`config.mk`:
```
export PLATFORM = sky130hd
export DESIGN_NAME = nibble_frame_loader_flat
export DESIGN_NICKNAME = d
export VERILOG_FILES = /design/src/rtl/nibble_frame_loader_if.sv /design/src/rtl/nibble_frame_loader.sv /design/src/flat_wrapper.sv
export SDC_FILE = /design/constraint.sdc
export NUM_CORES = 1
export LEC_CHECK = 0
export BUFFER_PORTS_ARGS = -buffer_cell sky130_fd_sc_hd__buf_2
export CAP_MARGIN = 20
export CORE_MARGIN = 5
export CORE_UTILIZATION = 33
export CTS_CLUSTER_DIAMETER = 60
export CTS_CLUSTER_SIZE = 30
export DETAILED_ROUTE_END_ITERATION = 12
export GPL_TIMING_DRIVEN = 0
export PLACE_DENSITY_LB_ADDON = 0.05
export SYNTH_ARGS = -nofsm -noshare
export SYNTH_HDL_FRONTEND = slang
export SYNTH_SLANG_ARGS = --single-unit
```
`constraint.sdc`:
```
create_clock -name clk -period 2.2 [get_ports clk]
set_input_delay 0.33 -clock clk [delete_from_list [all_inputs] [get_ports clk]]
set_output_delay 0.33 -clock clk [all_outputs]
set_load 0.05 [all_outputs]
```
`src/rtl/nibble_frame_loader_if.sv`:
```
// Serial input and decoded-word outputs of the nibble frame loader.
// The master side feeds bits; the slave side is the loader itself.
interface nibble_frame_loader_if #(
  parameter int unsigned DATA_W = 4,
  parameter int unsigned CTRL_W = 6
);
  logic              ser_in;
  logic              ser_valid;
  logic [DATA_W-1:0] a_out;
  logic [CTRL_W-1:0] c_out;
  logic              frame_done;
  logic              frame_err;
  logic              busy;

  modport master (
    output ser_in, ser_valid,
    input  a_out, c_out, frame_done, frame_err, busy
  );

  modport slave (
    input  ser_in, ser_valid,
    output a_out, c_out, frame_done, frame_err, busy
  );
endinterface

```
`src/rtl/nibble_frame_loader.sv`:
```
// Deserialises start/data/control/parity frames into registered data and control
// words; any parity error or stall timeout zeroes the control word instead.
module nibble_frame_loader #(
  parameter int unsigned DATA_W  = 4,
  parameter int unsigned CTRL_W  = 6,
  parameter int unsigned TIMEOUT = 16
) (
  input  logic                 clk,
  input  logic                 rst,
  nibble_frame_loader_if.slave bus
);
  localparam int unsigned SHIFT_W = DATA_W + CTRL_W;
  localparam int unsigned CNT_MAX = (DATA_W > CTRL_W) ? DATA_W : CTRL_W;
  localparam int unsigned CNT_W   = $clog2(CNT_MAX + 1);
  localparam int unsigned STALL_W = $clog2(TIMEOUT + 1);

  localparam logic [CNT_W-1:0]   DATA_LAST  = CNT_W'(DATA_W - 1);
  localparam logic [CNT_W-1:0]   CTRL_LAST  = CNT_W'(CTRL_W - 1);
  localparam logic [STALL_W-1:0] STALL_LAST = STALL_W'(TIMEOUT - 1);

  typedef enum logic [1:0] {IDLE, DATA, CTRL, PARITY} state_e;

  state_e              state_q, state_d;
  logic [SHIFT_W-1:0]  shift_q, shift_d;
  logic [CNT_W-1:0]    cnt_q, cnt_d;
  logic [STALL_W-1:0]  stall_q, stall_d;
  logic                par_q, par_d;
  logic [DATA_W-1:0]   a_q, a_d;
  logic [CTRL_W-1:0]   c_q, c_d;
  logic                done_q, done_d;
  logic                err_q, err_d;
  logic                busy_q, busy_d;

  always_ff @(posedge clk or posedge rst) begin
    if (rst) begin
      state_q <= IDLE;
      shift_q <= '0;
      cnt_q   <= '0;
      stall_q <= '0;
      par_q   <= 1'b0;
      a_q     <= '0;
      c_q     <= '0;
      done_q  <= 1'b0;
      err_q   <= 1'b0;
      busy_q  <= 1'b0;
    end else begin
      state_q <= state_d;
      shift_q <= shift_d;
      cnt_q   <= cnt_d;
      stall_q <= stall_d;
      par_q   <= par_d;
      a_q     <= a_d;
      c_q     <= c_d;
      done_q  <= done_d;
      err_q   <= err_d;
      busy_q  <= busy_d;
    end
  end

  always_comb begin
    state_d = state_q;
    shift_d = shift_q;
    cnt_d   = cnt_q;
    stall_d = stall_q;
    par_d   = par_q;
    a_d     = a_q;
    c_d     = c_q;
    done_d  = 1'b0;
    err_d   = 1'b0;

    if (state_q == IDLE) begin
      stall_d = '0;
      if (bus.ser_valid && bus.ser_in) begin
        state_d = DATA;
        shift_d = '0;
        cnt_d   = '0;
        par_d   = 1'b0;
      end
    end else if (bus.ser_valid) begin
      stall_d = '0;
      unique case (state_q)
        DATA: begin
          shift_d = {shift_q[SHIFT_W-2:0], bus.ser_in};
          par_d   = par_q ^ bus.ser_in;
          if (cnt_q == DATA_LAST) begin
            state_d = CTRL;
            cnt_d   = '0;
          end else begin
            cnt_d = cnt_q + CNT_W'(1);
          end
        end
        CTRL: begin
          shift_d = {shift_q[SHIFT_W-2:0], bus.ser_in};
          par_d   = par_q ^ bus.ser_in;
          if (cnt_q == CTRL_LAST) begin
            state_d = PARITY;
            cnt_d   = '0;
          end else begin
            cnt_d = cnt_q + CNT_W'(1);
          end
        end
        default: begin
          // Even parity over data+control+parity: accumulator must cancel the parity bit.
          state_d = IDLE;
          if ((par_q ^ bus.ser_in) == 1'b0) begin
            a_d    = shift_q[SHIFT_W-1 -: DATA_W];
            c_d    = shift_q[CTRL_W-1:0];
            done_d = 1'b1;
          end else begin
            c_d   = '0;
            err_d = 1'b1;
          end
        end
      endcase
    end else if (stall_q == STALL_LAST) begin
      // This is the TIMEOUT-th consecutive stall cycle: abandon the frame.
      state_d = IDLE;
      stall_d = '0;
      cnt_d   = '0;
      c_d     = '0;
      err_d   = 1'b1;
    end else begin
      stall_d = stall_q + STALL_W'(1);
    end

    busy_d = (state_d != IDLE);
  end

  assign bus.a_out      = a_q;
  assign bus.c_out      = c_q;
  assign bus.frame_done = done_q;
  assign bus.frame_err  = err_q;
  assign bus.busy       = busy_q;
endmodule

```
`src/flat_wrapper.sv`:
```
// flat-port wrapper written by rule: the top's interface ports become plain ports
module nibble_frame_loader_flat 
#(
  parameter int unsigned DATA_W  = 4,
  parameter int unsigned CTRL_W  = 6,
  parameter int unsigned TIMEOUT = 16
)
  (clk, rst, bus_ser_in, bus_ser_valid, bus_a_out, bus_c_out, bus_frame_done, bus_frame_err, bus_busy);
  nibble_frame_loader_if #(.DATA_W(DATA_W), .CTRL_W(CTRL_W)) bus_i ();
  input  logic clk;
  input  logic rst;
  input wire logic [$bits(bus_i.ser_in)-1:0] bus_ser_in;
  input wire logic [$bits(bus_i.ser_valid)-1:0] bus_ser_valid;
  output wire logic [$bits(bus_i.a_out)-1:0] bus_a_out;
  output wire logic [$bits(bus_i.c_out)-1:0] bus_c_out;
  output wire logic [$bits(bus_i.frame_done)-1:0] bus_frame_done;
  output wire logic [$bits(bus_i.frame_err)-1:0] bus_frame_err;
  output wire logic [$bits(bus_i.busy)-1:0] bus_busy;
  assign bus_i.ser_in = bus_ser_in;
  assign bus_i.ser_valid = bus_ser_valid;
  assign bus_a_out = bus_i.a_out;
  assign bus_c_out = bus_i.c_out;
  assign bus_frame_done = bus_i.frame_done;
  assign bus_frame_err = bus_i.frame_err;
  assign bus_busy = bus_i.busy;
  nibble_frame_loader #(.DATA_W(DATA_W), .CTRL_W(CTRL_W), .TIMEOUT(TIMEOUT)) u_core (.clk(clk), .rst(rst), .bus(bus_i));
endmodule
```
==> flow_metrics.py <==
metrics = {
    "run_status": {
        "status": "complete, no violations",
    },
    "grt": {
        "grt_util_all_layers_pct": 11.1,
        "first_global_vias": 1116,
        "grt_first_pass_wirelength_mm": 5.40,
        "maximum_number_of_pins_on_one_net_before_global_route_repair": 21,
        "antenna_found_initial": 0,
        "grt_remaining_overflow": 0,
    },
    "final_layout": {
        "design.final.nets": 172,
        "multiInputGateArea_sq_um": 679,
        "fillCellCount": 467,
        "area.growth.synth_to_final_pct": 17.4,
        "regArea_sq_um": 851,
        "finalCoreUtilization_pct": 39.7,
        "post_route_cells_drive_above_1_share_pct": 24.7,
        "finish.cell_count_without_fillers": 225,
        "most_common_cell_after_layout_fill_and_taps_aside": "sky130_fd_sc_hd__dfrtp_1",
        "insertedDiodeCount": 0,
        "layout.cells.most_common_list": "sky130_fd_sc_hd__dfrtp_1, sky130_fd_sc_hd__buf_2, sky130_fd_sc_hd__a22o_1",
    },
    "synthesis": {
        "postSynthAreaPerCell_sq_um": 11.9,
        "mappedNetlistArea_sq_um": 1600,
        "synth_enable_flop_cells": 0,
        "yosys_warnings": 0,
        "yosys_most_used_dff": "sky130_fd_sc_hd__dfrtp_1",
        "ys_seq_area_share_pct": 53.3,
        "ys_seq_elements": 34,
        "synth-async-reset-ratio_pct": 100,
        "post_synthesis_cell_type_count": 35,
        "synth_cells": 134,
        "synth.net_count": 149,
    },
    "worst_setup_path": {
        "flop2flop_setup_slack_ps": 270,
        "worst_ep_required_time_ps": 2360,
        "crit_fanout": 10,
        "startpoint_types": "flop",
        "crit_path_end_kind": "flop",
        "worst-endpoint-arrival_ps": 2090,
        "crit_type": "flop to flop",
    },
    "min_path": {
        "timing.hold.worst.class": "input pin to async pin",
    },
    "sta": {
        "finalHoldViolations": 0,
        "rsz_0062_raised_after_global_routing": "no",
        "report.final.slew_viol_count": 0,
        "setup_skew_ps": 6.02,
        "final.setup.tns_ps": 0,
        "fmax_mhz": 518,
        "post-route-period-util_pct": 87.8,
        "worst-slew-pin-transition_ps": 853,
        "final_critical_path_required_period_ps": 1930,
        "worst_slew_margin_rel_pct": 43.1,
        "setup_viol_count_final": 0,
    },
    "routing": {
        "dr_wl_met3_microns": 139,
        "drt_pre_antenna_iters": 4,
        "post_drt_via_cell_ratio": 4.79,
        "wl_per_cell_microns": 13.7,
        "met2WireLength_mm": 1.51,
        "met1_wl_mm": 1.34,
        "route.antenna.remaining_nets": 0,
        "via_count": 1078,
        "drc": 0,
        "wl_mm": 3.08,
        "drtIter0Drc": 18,
        "top_layer_used": "met4",
    },
    "clock_network": {
        "tritoncts.num_buffers": 5,
        "post_cts_resize_count": 0,
        "cts-root-buf": "sky130_fd_sc_hd__clkbuf_8",
        "cts_post_setup_buffers_inserted": 0,
        "clk_latency_ps": 280,
        "cts.clk_slew.worst_paths_ps": 70,
        "cts_tree": "built",
        "htreeDepth": 2,
        "cts.sink_count": 34,
        "post_cts_hold_buffer_count": 0,
        "number_of_buffers_between_clock_root_and_the_deepest_sink": 2,
    },
    "floorplanning": {
        "placementRows": 25,
        "core_area_sq_um": 4720,
        "pin_count": 17,
        "floorplan.initialDensity_pct": 33.8,
        "dieHeight_microns": 79.5,
        "dieArea_sq_um": 6330,
        "die_w_microns": 79.5,
    },
    "placement": {
        "routabilityCongestion": 0.818,
        "dpl.cell_count": 217,
        "post-dp-hpwl_mm": 2.26,
        "io_buffers": 15,
    },
    "power_and_ir_drop": {
        "vdd_ir_drop_max_v": 0.000412,
        "static-leakage-power_nw": 0.943,
        "power_density_nw_per_um2": 1120,
    },
    "run": {
        "max_cap_violations": 0,
    },
}
critical path: stages (launching register included):
cell and delay (ps):
sky130_fd_sc_hd__dfrtp_1 420, sky130_fd_sc_hd__inv_1 110, sky130_fd_sc_hd__ha_1 220, sky130_fd_sc_hd__buf_6 140, sky130_fd_sc_hd__nand2b_4 170, sky130_fd_sc_hd__nor3_2 240
sky130_fd_sc_hd__buf_6 180, sky130_fd_sc_hd__mux2_2 330
flip-flops by register name, indices dropped and copies added, names as in the netlist:
signal,cells
u_core.cnt_q,3
u_core.stall_q,5
u_core.par_q,1
u_core.shift_q,10
u_core.bus.frame_err,1
u_core.bus.a_out,4
u_core.bus.frame_done,1
u_core.bus.busy,1
u_core.state_q,2
u_core.bus.c_out,6
cell type report:
cell class                 count  share of cell area (%)
tap                           67                    4.48
clock buffer                   7                    4.61
multi-input combinational     87                    36.3
inverter                      10                    2.00
buffer                         3                    1.47
timing repair buffer          16                    5.48
sequential                    34                    45.4
clock inverter                 1                   0.267
Yosys cell counts (2+ instances only):
cell	number	share of area, %
sky130_fd_sc_hd__a21oi_1	3	0.94
sky130_fd_sc_hd__inv_1	10	2.4
sky130_fd_sc_hd__o211ai_1	2	0.94
sky130_fd_sc_hd__nand2_1	6	1.4
sky130_fd_sc_hd__nand3_1	3	0.94
sky130_fd_sc_hd__and3_1	2	0.78
sky130_fd_sc_hd__xor2_1	2	1.1
sky130_fd_sc_hd__o21ai_0	5	1.6
sky130_fd_sc_hd__mux2_2	7	4.9
sky130_fd_sc_hd__nand3b_1	2	0.94
sky130_fd_sc_hd__ha_1	11	8.6
sky130_fd_sc_hd__a22o_1	15	8.2
sky130_fd_sc_hd__buf_6	2	1.4
sky130_fd_sc_hd__nor2_1	10	2.4
sky130_fd_sc_hd__dfrtp_1	34	53
report_power, final:
part / leakage [nW] / switching (mW) / internal (mW)
logic: 0.432 / 0.482 / 0.285
registers: 0.462 / 0.107 / 0.769
clock network: 0.0482 / 0.210 / 0.252
metal layers:
layer,global-route usage [%],up-vias
li1,-,519
met1,13.5,530
met2,17.6,20
met3,3.84,9
met4,5.15,0
met5,0,-
per-stage QoR:
step / power (mW) / hold WS (ps) / setup WS (ps) / cell area, sq um
after floorplan: 1.47 / 430 / 442 / 1600
after global placement: 1.65 / 448 / 267 / 1750
after detailed placement: 1.67 / 451 / 258 / 1780
after CTS: 2.14 / 243 / 245 / 1870
after global routing: 2.25 / 331 / 142 / 1870
final: 2.10 / 222 / 269 / 1870
kinds of logic (layout without fill, tap and decap cells):
family,after synthesis,in the layout,share of synthesized area (%)
multiplexers,7,7,4.94
buffers and inverters,13,37,4.08
adder cells (fa/ha/maj),11,11,8.63
flip-flops,34,34,53.3
XOR/XNOR,3,3,1.65
AO/OA/AOI/OAI,32,32,15.5
AND/OR/NAND/NOR,34,34,11.8
worst paths after layout:
kind | end | start | depth (start not counted)
max in group asynchronous | u_core.bus.a_out[1]$_DFFE_PP0P_ | rst | 3
worst min-delay path | u_core.par_q$_DFFE_PP0P_ | rst | 2
worst max register to register | u_core.bus.a_out[2]$_DFFE_PP0P_ | u_core.state_q[0]$_DFF_PP0_ | 7
worst max-delay path | u_core.bus.a_out[2]$_DFFE_PP0P_ | u_core.state_q[0]$_DFF_PP0_ | 7
worst min register to register | u_core.stall_q[0]$_DFF_PP0_ | u_core.stall_q[0]$_DFF_PP0_ | 1
min in group clk | u_core.stall_q[2]$_DFF_PP0_ | bus_ser_valid | 2
Note: power is estimated with default switching activity, not from simulation.
